`config.mk`:
```
export PLATFORM = sky130hd
export DESIGN_NAME = mem_trace_player
export DESIGN_NICKNAME = d
export VERILOG_FILES = /design/src/rtl/mem_trace_pkg.sv /design/src/rtl/mem_trace_player_fifo.sv /design/src/rtl/mem_trace_player.sv
export SDC_FILE = /design/constraint.sdc
export NUM_CORES = 2
export LEC_CHECK = 0
export CAP_MARGIN = 20
export CORE_MARGIN = 10
export CORE_UTILIZATION = 50
export DETAILED_ROUTE_END_ITERATION = 12
export GPL_TIMING_DRIVEN = 0
export PLACE_DENSITY = 0.77
export SETUP_SLACK_MARGIN = 0.02
export SYNTH_ARGS = -nofsm -noshare
export SYNTH_HDL_FRONTEND = slang
export SYNTH_MEMORY_MAX_BITS = 65536
export SYNTH_SLANG_ARGS = --single-unit
```
`constraint.sdc`:
```
create_clock -name clock -period 86 [get_ports clock]
set_input_delay 17.2 -clock clock [delete_from_list [all_inputs] [get_ports clock]]
set_output_delay 17.2 -clock clock [all_outputs]
set_load 0.05 [all_outputs]
```
`src/rtl/mem_trace_pkg.sv`:
```
// Shared types for the trace replay engine: record layout, FSM states and small helpers.
package mem_trace_pkg;
    localparam int NUM_LANES   = 4;
    localparam int ADDR_WIDTH  = 64;
    localparam int DATA_WIDTH  = 64;
    localparam int CYCLE_WIDTH = 64;
    localparam int LANE_CNT_W  = $clog2(NUM_LANES + 1);

    typedef struct packed {
        logic [CYCLE_WIDTH-1:0]               cycle;
        logic [NUM_LANES-1:0]                 mask;
        logic                                 is_store;
        logic [NUM_LANES-1:0][ADDR_WIDTH-1:0] addr;
        logic [NUM_LANES-1:0][DATA_WIDTH-1:0] data;
    } trace_rec_t;

    typedef enum logic [1:0] {
        IDLE  = 2'd0,
        RUN   = 2'd1,
        DRAIN = 2'd2,
        DONE  = 2'd3
    } state_t;

    function automatic logic [LANE_CNT_W-1:0] popcount(input logic [NUM_LANES-1:0] v);
        logic [LANE_CNT_W-1:0] n;
        n = '0;
        for (int i = 0; i < NUM_LANES; i++) begin
            n = n + LANE_CNT_W'(v[i]);
        end
        return n;
    endfunction
endpackage

```
`src/rtl/mem_trace_player_fifo.sv`:
```
// Synchronous record buffer; the head entry is read straight out of the storage registers.
module trace_record_fifo
    import mem_trace_pkg::*;
#(
    parameter int DEPTH = 8
) (
    input  logic       clock,
    input  logic       reset,
    input  logic       push,
    input  trace_rec_t push_rec,
    input  logic       pop,
    output trace_rec_t head,
    output logic       full,
    output logic       empty
);
    localparam int AW = $clog2(DEPTH);

    trace_rec_t    mem [DEPTH];
    logic [AW-1:0] wr_ptr;
    logic [AW-1:0] rd_ptr;
    logic [AW:0]   count;
    logic          do_push;
    logic          do_pop;

    assign full    = (count == (AW+1)'(DEPTH));
    assign empty   = (count == '0);
    assign do_push = push && !full;
    assign do_pop  = pop && !empty;
    assign head    = mem[rd_ptr];

    always_ff @(posedge clock) begin
        if (do_push) begin
            mem[wr_ptr] <= push_rec;
        end
    end

    always_ff @(posedge clock) begin
        if (reset) begin
            wr_ptr <= '0;
            rd_ptr <= '0;
            count  <= '0;
        end else begin
            if (do_push) wr_ptr <= wr_ptr + AW'(1);
            if (do_pop)  rd_ptr <= rd_ptr + AW'(1);
            count <= count + (AW+1)'(do_push) - (AW+1)'(do_pop);
        end
    end
endmodule

```
`src/rtl/mem_trace_player.sv`:
```
// Cycle-timed trace replay: buffers records, issues each once the cycle counter reaches its timestamp.
// Streams use valid/ready: a beat transfers on a rising edge with both high; the sender holds it stable until then.
module mem_trace_player
    import mem_trace_pkg::*;
#(
    parameter int  FIFO_DEPTH      = 8,
    parameter int  MAX_OUTSTANDING = 16,
    localparam int OUT_W           = $clog2(MAX_OUTSTANDING + 1)
) (
    input  logic                            clock,
    input  logic                            reset,
    input  logic                            start,
    input  logic                            rec_valid,
    output logic                            rec_ready,
    input  logic [CYCLE_WIDTH-1:0]          rec_cycle,
    input  logic [NUM_LANES-1:0]            rec_mask,
    input  logic                            rec_is_store,
    input  logic [NUM_LANES*ADDR_WIDTH-1:0] rec_addr,
    input  logic [NUM_LANES*DATA_WIDTH-1:0] rec_data,
    input  logic                            rec_last,
    output logic                            req_valid,
    input  logic                            req_ready,
    output logic [NUM_LANES-1:0]            req_mask,
    output logic                            req_is_store,
    output logic [NUM_LANES*ADDR_WIDTH-1:0] req_addr,
    output logic [NUM_LANES*DATA_WIDTH-1:0] req_data,
    input  logic                            resp_valid,
    output logic [CYCLE_WIDTH-1:0]          cycle_count,
    output logic [31:0]                     late_count,
    output logic [OUT_W-1:0]                outstanding,
    output logic                            finished,
    output logic                            err_underflow,
    output state_t                          fsm_state
);
    state_t         state;
    trace_rec_t     push_rec;
    trace_rec_t     head;
    logic           fifo_full;
    logic           fifo_empty;
    logic           rec_fire;
    logic           req_fire;
    logic           slot_free;
    logic           pop;
    logic [OUT_W:0] committed;

    assign fsm_state         = state;
    assign push_rec.cycle    = rec_cycle;
    assign push_rec.mask     = rec_mask;
    assign push_rec.is_store = rec_is_store;
    assign push_rec.addr     = rec_addr;
    assign push_rec.data     = rec_data;

    assign rec_ready = (state == RUN) && !fifo_full;
    assign rec_fire  = rec_valid && rec_ready;
    assign req_fire  = req_valid && req_ready;
    assign slot_free = !req_valid || req_ready;

    // A held request is about to become outstanding, so it counts against the cap.
    assign committed = {1'b0, outstanding} + (OUT_W+1)'(req_valid);
    assign pop = ((state == RUN) || (state == DRAIN)) && !fifo_empty && slot_free
                 && (cycle_count >= head.cycle)
                 && (committed < (OUT_W+1)'(MAX_OUTSTANDING));

    trace_record_fifo #(.DEPTH(FIFO_DEPTH)) u_fifo (
        .clock    (clock),
        .reset    (reset),
        .push     (rec_fire),
        .push_rec (push_rec),
        .pop      (pop),
        .head     (head),
        .full     (fifo_full),
        .empty    (fifo_empty)
    );

    always_ff @(posedge clock) begin
        if (reset) begin
            state         <= IDLE;
            cycle_count   <= '0;
            late_count    <= '0;
            outstanding   <= '0;
            finished      <= 1'b0;
            err_underflow <= 1'b0;
            req_valid     <= 1'b0;
            req_mask      <= '0;
            req_is_store  <= 1'b0;
            req_addr      <= '0;
            req_data      <= '0;
        end else begin
            case (state)
                IDLE: begin
                    if (start) state <= RUN;
                end
                RUN: begin
                    cycle_count <= cycle_count + CYCLE_WIDTH'(1);
                    if (rec_fire && rec_last) state <= DRAIN;
                end
                DRAIN: begin
                    cycle_count <= cycle_count + CYCLE_WIDTH'(1);
                    if (fifo_empty && !req_valid && (outstanding == '0)) begin
                        state    <= DONE;
                        finished <= 1'b1;
                    end
                end
                default: ;
            endcase

            if (req_fire) req_valid <= 1'b0;

            // Zero-mask records are consumed without producing a request.
            if (pop) begin
                if (head.mask != '0) begin
                    req_valid    <= 1'b1;
                    req_mask     <= head.mask;
                    req_is_store <= head.is_store;
                    req_addr     <= head.addr;
                    req_data     <= head.data;
                end
                if ((cycle_count > head.cycle) && (late_count != '1)) begin
                    late_count <= late_count + 32'd1;
                end
            end

            if (req_fire && !resp_valid) begin
                outstanding <= outstanding + OUT_W'(1);
            end else if (!req_fire && resp_valid) begin
                if (outstanding == '0) err_underflow <= 1'b1;
                else                   outstanding   <= outstanding - OUT_W'(1);
            end
        end
    end
endmodule

```
# == Yosys cells after proc, flatten, opt, wreduce, memory -nomap -nowiden ==
# Memories as Yosys holds them, arrays and structs flattened. A register that Yosys moved wholly into a read port is not among the register bits.
# Cells that the tools add are included.
# totals
regBits,633
latchBits,0
mem_bits_rw,4648
mem_bits_ro,0
input_bits,588
output_inout_bits,624
elab_cells,85
memories,1
# classes
n_addsub,9
multipliers,0
div,0
magnitude_cmp,3
n_eq_ne,8
shifts,0
n_mux,14
bitwise,1
reduce_logical,35
# mem_list
name,words,word_bits,read_ports,rd_ports_with_merged_regs,wr,line,rtl
u_fifo.mem,8,581,1,1,1,mem_trace_player_fifo.sv:18,trace_rec_t mem [DEPTH];
# op_table
operator,count
$add 64x1->64 const B,1
$ge 64x64->1,1
$gt 64x64->1,1
$add 32x1->32 const B,1
$ne 32x32->1 const B,1
$logic_and 1x1->1,15
$mux 5,3
$reduce_and 2->1,4
$add 3x1->3 const B,2
$add 5x1->6,1
$lt 6x5->1 const B,1
$mux 2,3
$mux 3,2
$ne 2x1->1 const B,3
$pmux 2 s3,1
$add 5x1->5 const B,1
$logic_not 1->1,5
$logic_not 5->1,1
$mux 1,5
$sub 5x1->5 const B,1
$add 4x1->4,1
$eq 4x4->1 const B,1
$logic_not 4->1,1
$reduce_and 4->1,1
other kinds (12),13

# == Longest topological paths before layout ==
# logic_depth
ltp_word,9
ltp_mapped,20
ltp_nobuf,15

# == By module ==
# Synthesis repeated with hierarchy kept, for this count alone.
# hier_totals
hier_cells,9872
hier_area_um2,201553.3
# modules_own_cells
mod,n_inst,cells_each,area_each_um2,seq_area_each_um2
trace_record_fifo,1,6795,174512.4,139834.1
mem_trace_player,1,3077,27040.9,12472.0

# == Worst setup path before layout ==
# Ideal clock, no wire load.
# synth_path
kind,input to register
from,input port rec_valid
to,memory u_fifo.mem[0][0] (netlist bit) (enable)
arrival_ns,72.161
path_slack_ns,10.862
cell_stages,2
n_path_buf,0
path_cell_list,nand2_1 -> nor4_1
# synth_between
elab_chain_len,4
# synth_rtl
element,line,rtl
from (decl),mem_trace_player.sv:13,"input logic rec_valid,"
$logic_and 1x1->1,mem_trace_player.sv:54,assign rec_fire = rec_valid && rec_ready;
$logic_and 1x1->1,mem_trace_player_fifo.sv:27,assign do_push = push && !full;
$mux 1,mem_trace_player_fifo.sv:32,if (do_push) begin
$mux 1 (implied by the code),mem_trace_player_fifo.sv:33,mem[wr_ptr] <= push_rec;
to (decl),mem_trace_player_fifo.sv:18,
# Every way passes these cells.

# == Worst setup path in the final report ==
# layout_path
from,input port rec_valid
to,memory u_fifo.mem[0][424] (netlist bit) (enable)
# Same word-level chain as after synthesis.

==> results_dict.tcl <==
set metrics [dict create \
    area_growth_pct 21.6 \
    row_count 232 \
    drive_above_1_share_pct 25.5 \
    drc 0 \
    fin_worst_skew_ns 0.0621 \
    grt-ovfl-total 0 \
    tritoncts "done" \
    ys_warn_count 0 \
    async_flop_share_pct 0 \
    final_nets 12800 \
    holdBufCountCts 0 \
    synth.net_count 10500 \
    postCtsSetupBuffers 0 \
    regArea_mm2 0.152 \
    drt-wirelength-per-cell_um 31.1 \
    first_pass_iters 6 \
    postRouteAntennaNets 0 \
    r2r_end "u_fifo.count[2]" \
    clockBufferDepth 4 \
    fin_crit_sh_pct 24.3 \
    htreeDepth 6 \
    drtIter0Drc 12300 \
    reg2reg_slack_ns 78.02 \
    hpwlAfterDp_um 394000 \
    avgSynthCellArea_um2 20.5 \
    clkTransAtPathRegs_ns 0.06 \
    root_buffer "clkbuf_16" \
    cp_num_buf_inv 16 \
    maxCapViolCount 0 \
    worstSkewPairLatency_ns 1.05 \
    ys.flop_type "edfxtp_1" \
    cp_data_arrival_time_ns 21.60 \
    period_minus_slack_ns 20.87 \
    vias 107000 \
    antenna_found_initial 231 \
    slowest_stage "nor4_2" \
    cts_sinks 5284 \
    reg2reg_depth 19 \
    setup.worst_path.start "rec_valid" \
    cp_common_cell "buf_4" \
    grt_max_degree 26 \
    crit_path_end_kind "flip-flop" \
    die_w_um 654 \
    placed_cells 16800 \
    fillers 26700 \
    numCtsBuffers 537 \
    fin_tns_setup_ns 0 \
    finalSetupViolations 0 \
    worstSetupPathDepth 18 \
    ys_seq_area_share_pct 75.7 \
    slew_violations 0 \
    synth_cell_types 56 \
    grt_use_total_pct 25.4 \
    io_buffers 1210 \
    vias_per_cell 5.97 \
    endpoint "u_fifo.mem[0][424]" \
    place.gp.congestion 0.878 \
    coreArea_mm2 0.400 \
    ys_ff_latch 5284 \
    worstPathMaxFanout 7 \
    fp.dieH_um 654 \
    ctsResizeCount 0 \
    worst_pin_slew_ns 1.15 \
    static-leakage-power_uw 0.0806 \
    worstPathCellList "clkdlybuf4s50_1 > nand2_1 > nor4_2 > buf_4 > buf_6 > buf_4 > buf_4 > buf_4 > buf_6 > buf_4 > buf_4 > buf_4 > buf_4 > buf_4 > buf_4 > buf_4 > buf_4 > buf_4" \
    critPathLaunchType "input pin" \
    grt_pass1_wl_um 794000 \
    crit_type "in -> reg" \
    hold_viol_final 0 \
    synth_area_mm2 0.201 \
    initial_core_util_pct 50.3 \
    peakVddDrop_mv 0.0253 \
    die_area_mm2 0.428 \
    grt_pass1_vias 110000 \
    critical-path-top-delay-family "buffers and inverters" \
    synth_edf_count 4648 \
    wl_um 560000 \
    critPathMaxStageDelay_ns 0.75 \
    cp.required_ns 86.73 \
    ios 1212 \
    outcome "completed" \
    rsz0062_at_grt "false" \
    power.density_mw_per_mm2 22.4 \
    worst_hold_path_type "reg -> reg" \
    postSynthCellCount 9822 \
    multiInputGateArea_mm2 0.0464 \
    max_clock_freq_mhz 47.9 \
    final_cell_count_no_fill 18000 \
    slew_headroom_pct 22.9 \
]
placed cells by master (no fill, tap or decap), types with 82 or more instances in the layout:
master              n
edfxtp_1         4648
buf_4             149
clkdlybuf4s50_1  1210
clkbuf_16         540
ha_1               82
nand2_1          1093
mux2i_1           587
clkinv_2           83
buf_6             293
buf_2             124
clkbuf_1          460
nor2_1             90
diode_2           166
mux2_2            526
dfxtp_1           636
mux4_2           1162
report_power, final:
| part | internal, uW | switching [uW] | leakage, uW | total, uW |
|---|---|---|---|---|
| clock network | 1310 | 1000 | 0.00851 | 2320 |
| logic | 130 | 166 | 0.0252 | 297 |
| registers | 2860 | 17.9 | 0.0470 | 2880 |
metrics by stage:
step / worst slack (ns) / cell area, um2 / utilization (%) / total power [uW] / hold WS, ns
final: 65.13 / 245000 / 61.2 / 5490 / 0.456
after global routing: 65.00 / 245000 / 61.1 / 5640 / 0.481
after CTS: 65.22 / 244000 / 61.1 / 5510 / 0.459
after detailed placement: 64.11 / 227000 / 56.7 / 3220 / 0.451
after global placement: -51.29 / 220000 / 55.0 / 3480 / 0.444
after floorplan: 10.86 / 201000 / - / 3210 / 0.460
metal layers:
metal  vias to the layer above  GRT usage, %  wire length, um
met2                      5522          41.4           273000
li1                      44500             -                -
met1                     56100          31.5           200000
met4                        92          14.9            38400
met3                      1257          5.67            47700
met5                         -             0              572
cell usage after synthesis, drive strengths merged, types with 11 or more instances:
master	number	area, um2
nand3	37	185
nand4	48	300
or3	36	225
or4	17	128
o31ai	13	97.6
dfxtp	636	12700
mux2	526	5920
nor2	93	349
mux2i	587	5880
buf	208	1200
nor3	22	115
nor2b	14	87.6
edfxtp	4648	140000
xor2	26	228
inv	24	90.1
nand2	1093	4100
a21oi	81	405
clkbuf	315	1180
mux4	1162	26200
ha	82	1030
o21ai	37	185
xnor2	25	219
and3	11	68.8
nor4	16	128
logic make-up (layout without fill, tap and decap cells):
group	Yosys count	in the layout	synth area share, %
XOR/XNOR	51	51	0.222
adder cells (fa/ha/maj)	84	84	0.530
buffers and inverters	547	3291	1.23
other	0	166	0
AND/OR/NAND/NOR	1417	1417	2.94
flip-flops	5284	5284	75.7
multiplexers	2275	2275	18.9
AO/OA/AOI/OAI	164	164	0.476
worst min path at each step:
stage                startpoint             to  slack (ns)  cells past startpoint
2_1_floorplan  u_fifo.rd_ptr[1]      flip-flop        0.46                      2
6_report          req_data[112]  req_data[112]        0.46                      2
3_3_place_gp      req_addr[178]  req_addr[178]        0.44                      2
5_1_grt            req_data[17]   req_data[17]        0.48                      2
4_1_cts            req_data[20]   req_data[20]        0.46                      2
3_5_place_dp       req_addr[17]   req_addr[17]        0.45                      2
cell type report:
type	instances	area share, %
clock buffers	727	5.94
clock inverters	264	1.24
multi-input cells	3991	19.0
well taps	5265	2.69
diodes	166	0.170
plain buffers	523	0.979
inverters	24	0.0368
repair buffers	1753	7.72
flip-flops and latches	5284	62.3
registers in the layout, indices dropped and copies added, names as in the netlist, named ones only:
register       flops
finished           1
req_data         256
u_fifo.count       4
u_fifo.mem      4648
u_fifo.rd_ptr      3
late_count        32
req_mask           4
req_valid          1
req_is_store       1
outstanding        5
fsm_state          2
err_underflow      1
u_fifo.wr_ptr      3
cycle_count       64
req_addr         256
worst reg2reg max path: stages, from the launching register on:
cell	delay, ns
dfxtp_1	0.32
clkbuf_1	0.34
clkbuf_2	0.45
buf_2	0.55
buf_1	0.65
buf_1	0.73
mux2i_1	0.25
ha_1	0.35
nand4_1	0.27
nor4_1	0.80
nand4_1	0.36
a31oi_1	0.43
nor4_2	0.22
clkbuf_1	0.36
a21boi_2	0.69
xor2_1	0.17
ha_1	0.26
fa_1	0.42
xnor2_1	0.17
nor2_1	0.06
(Power assumes the default switching activity.)
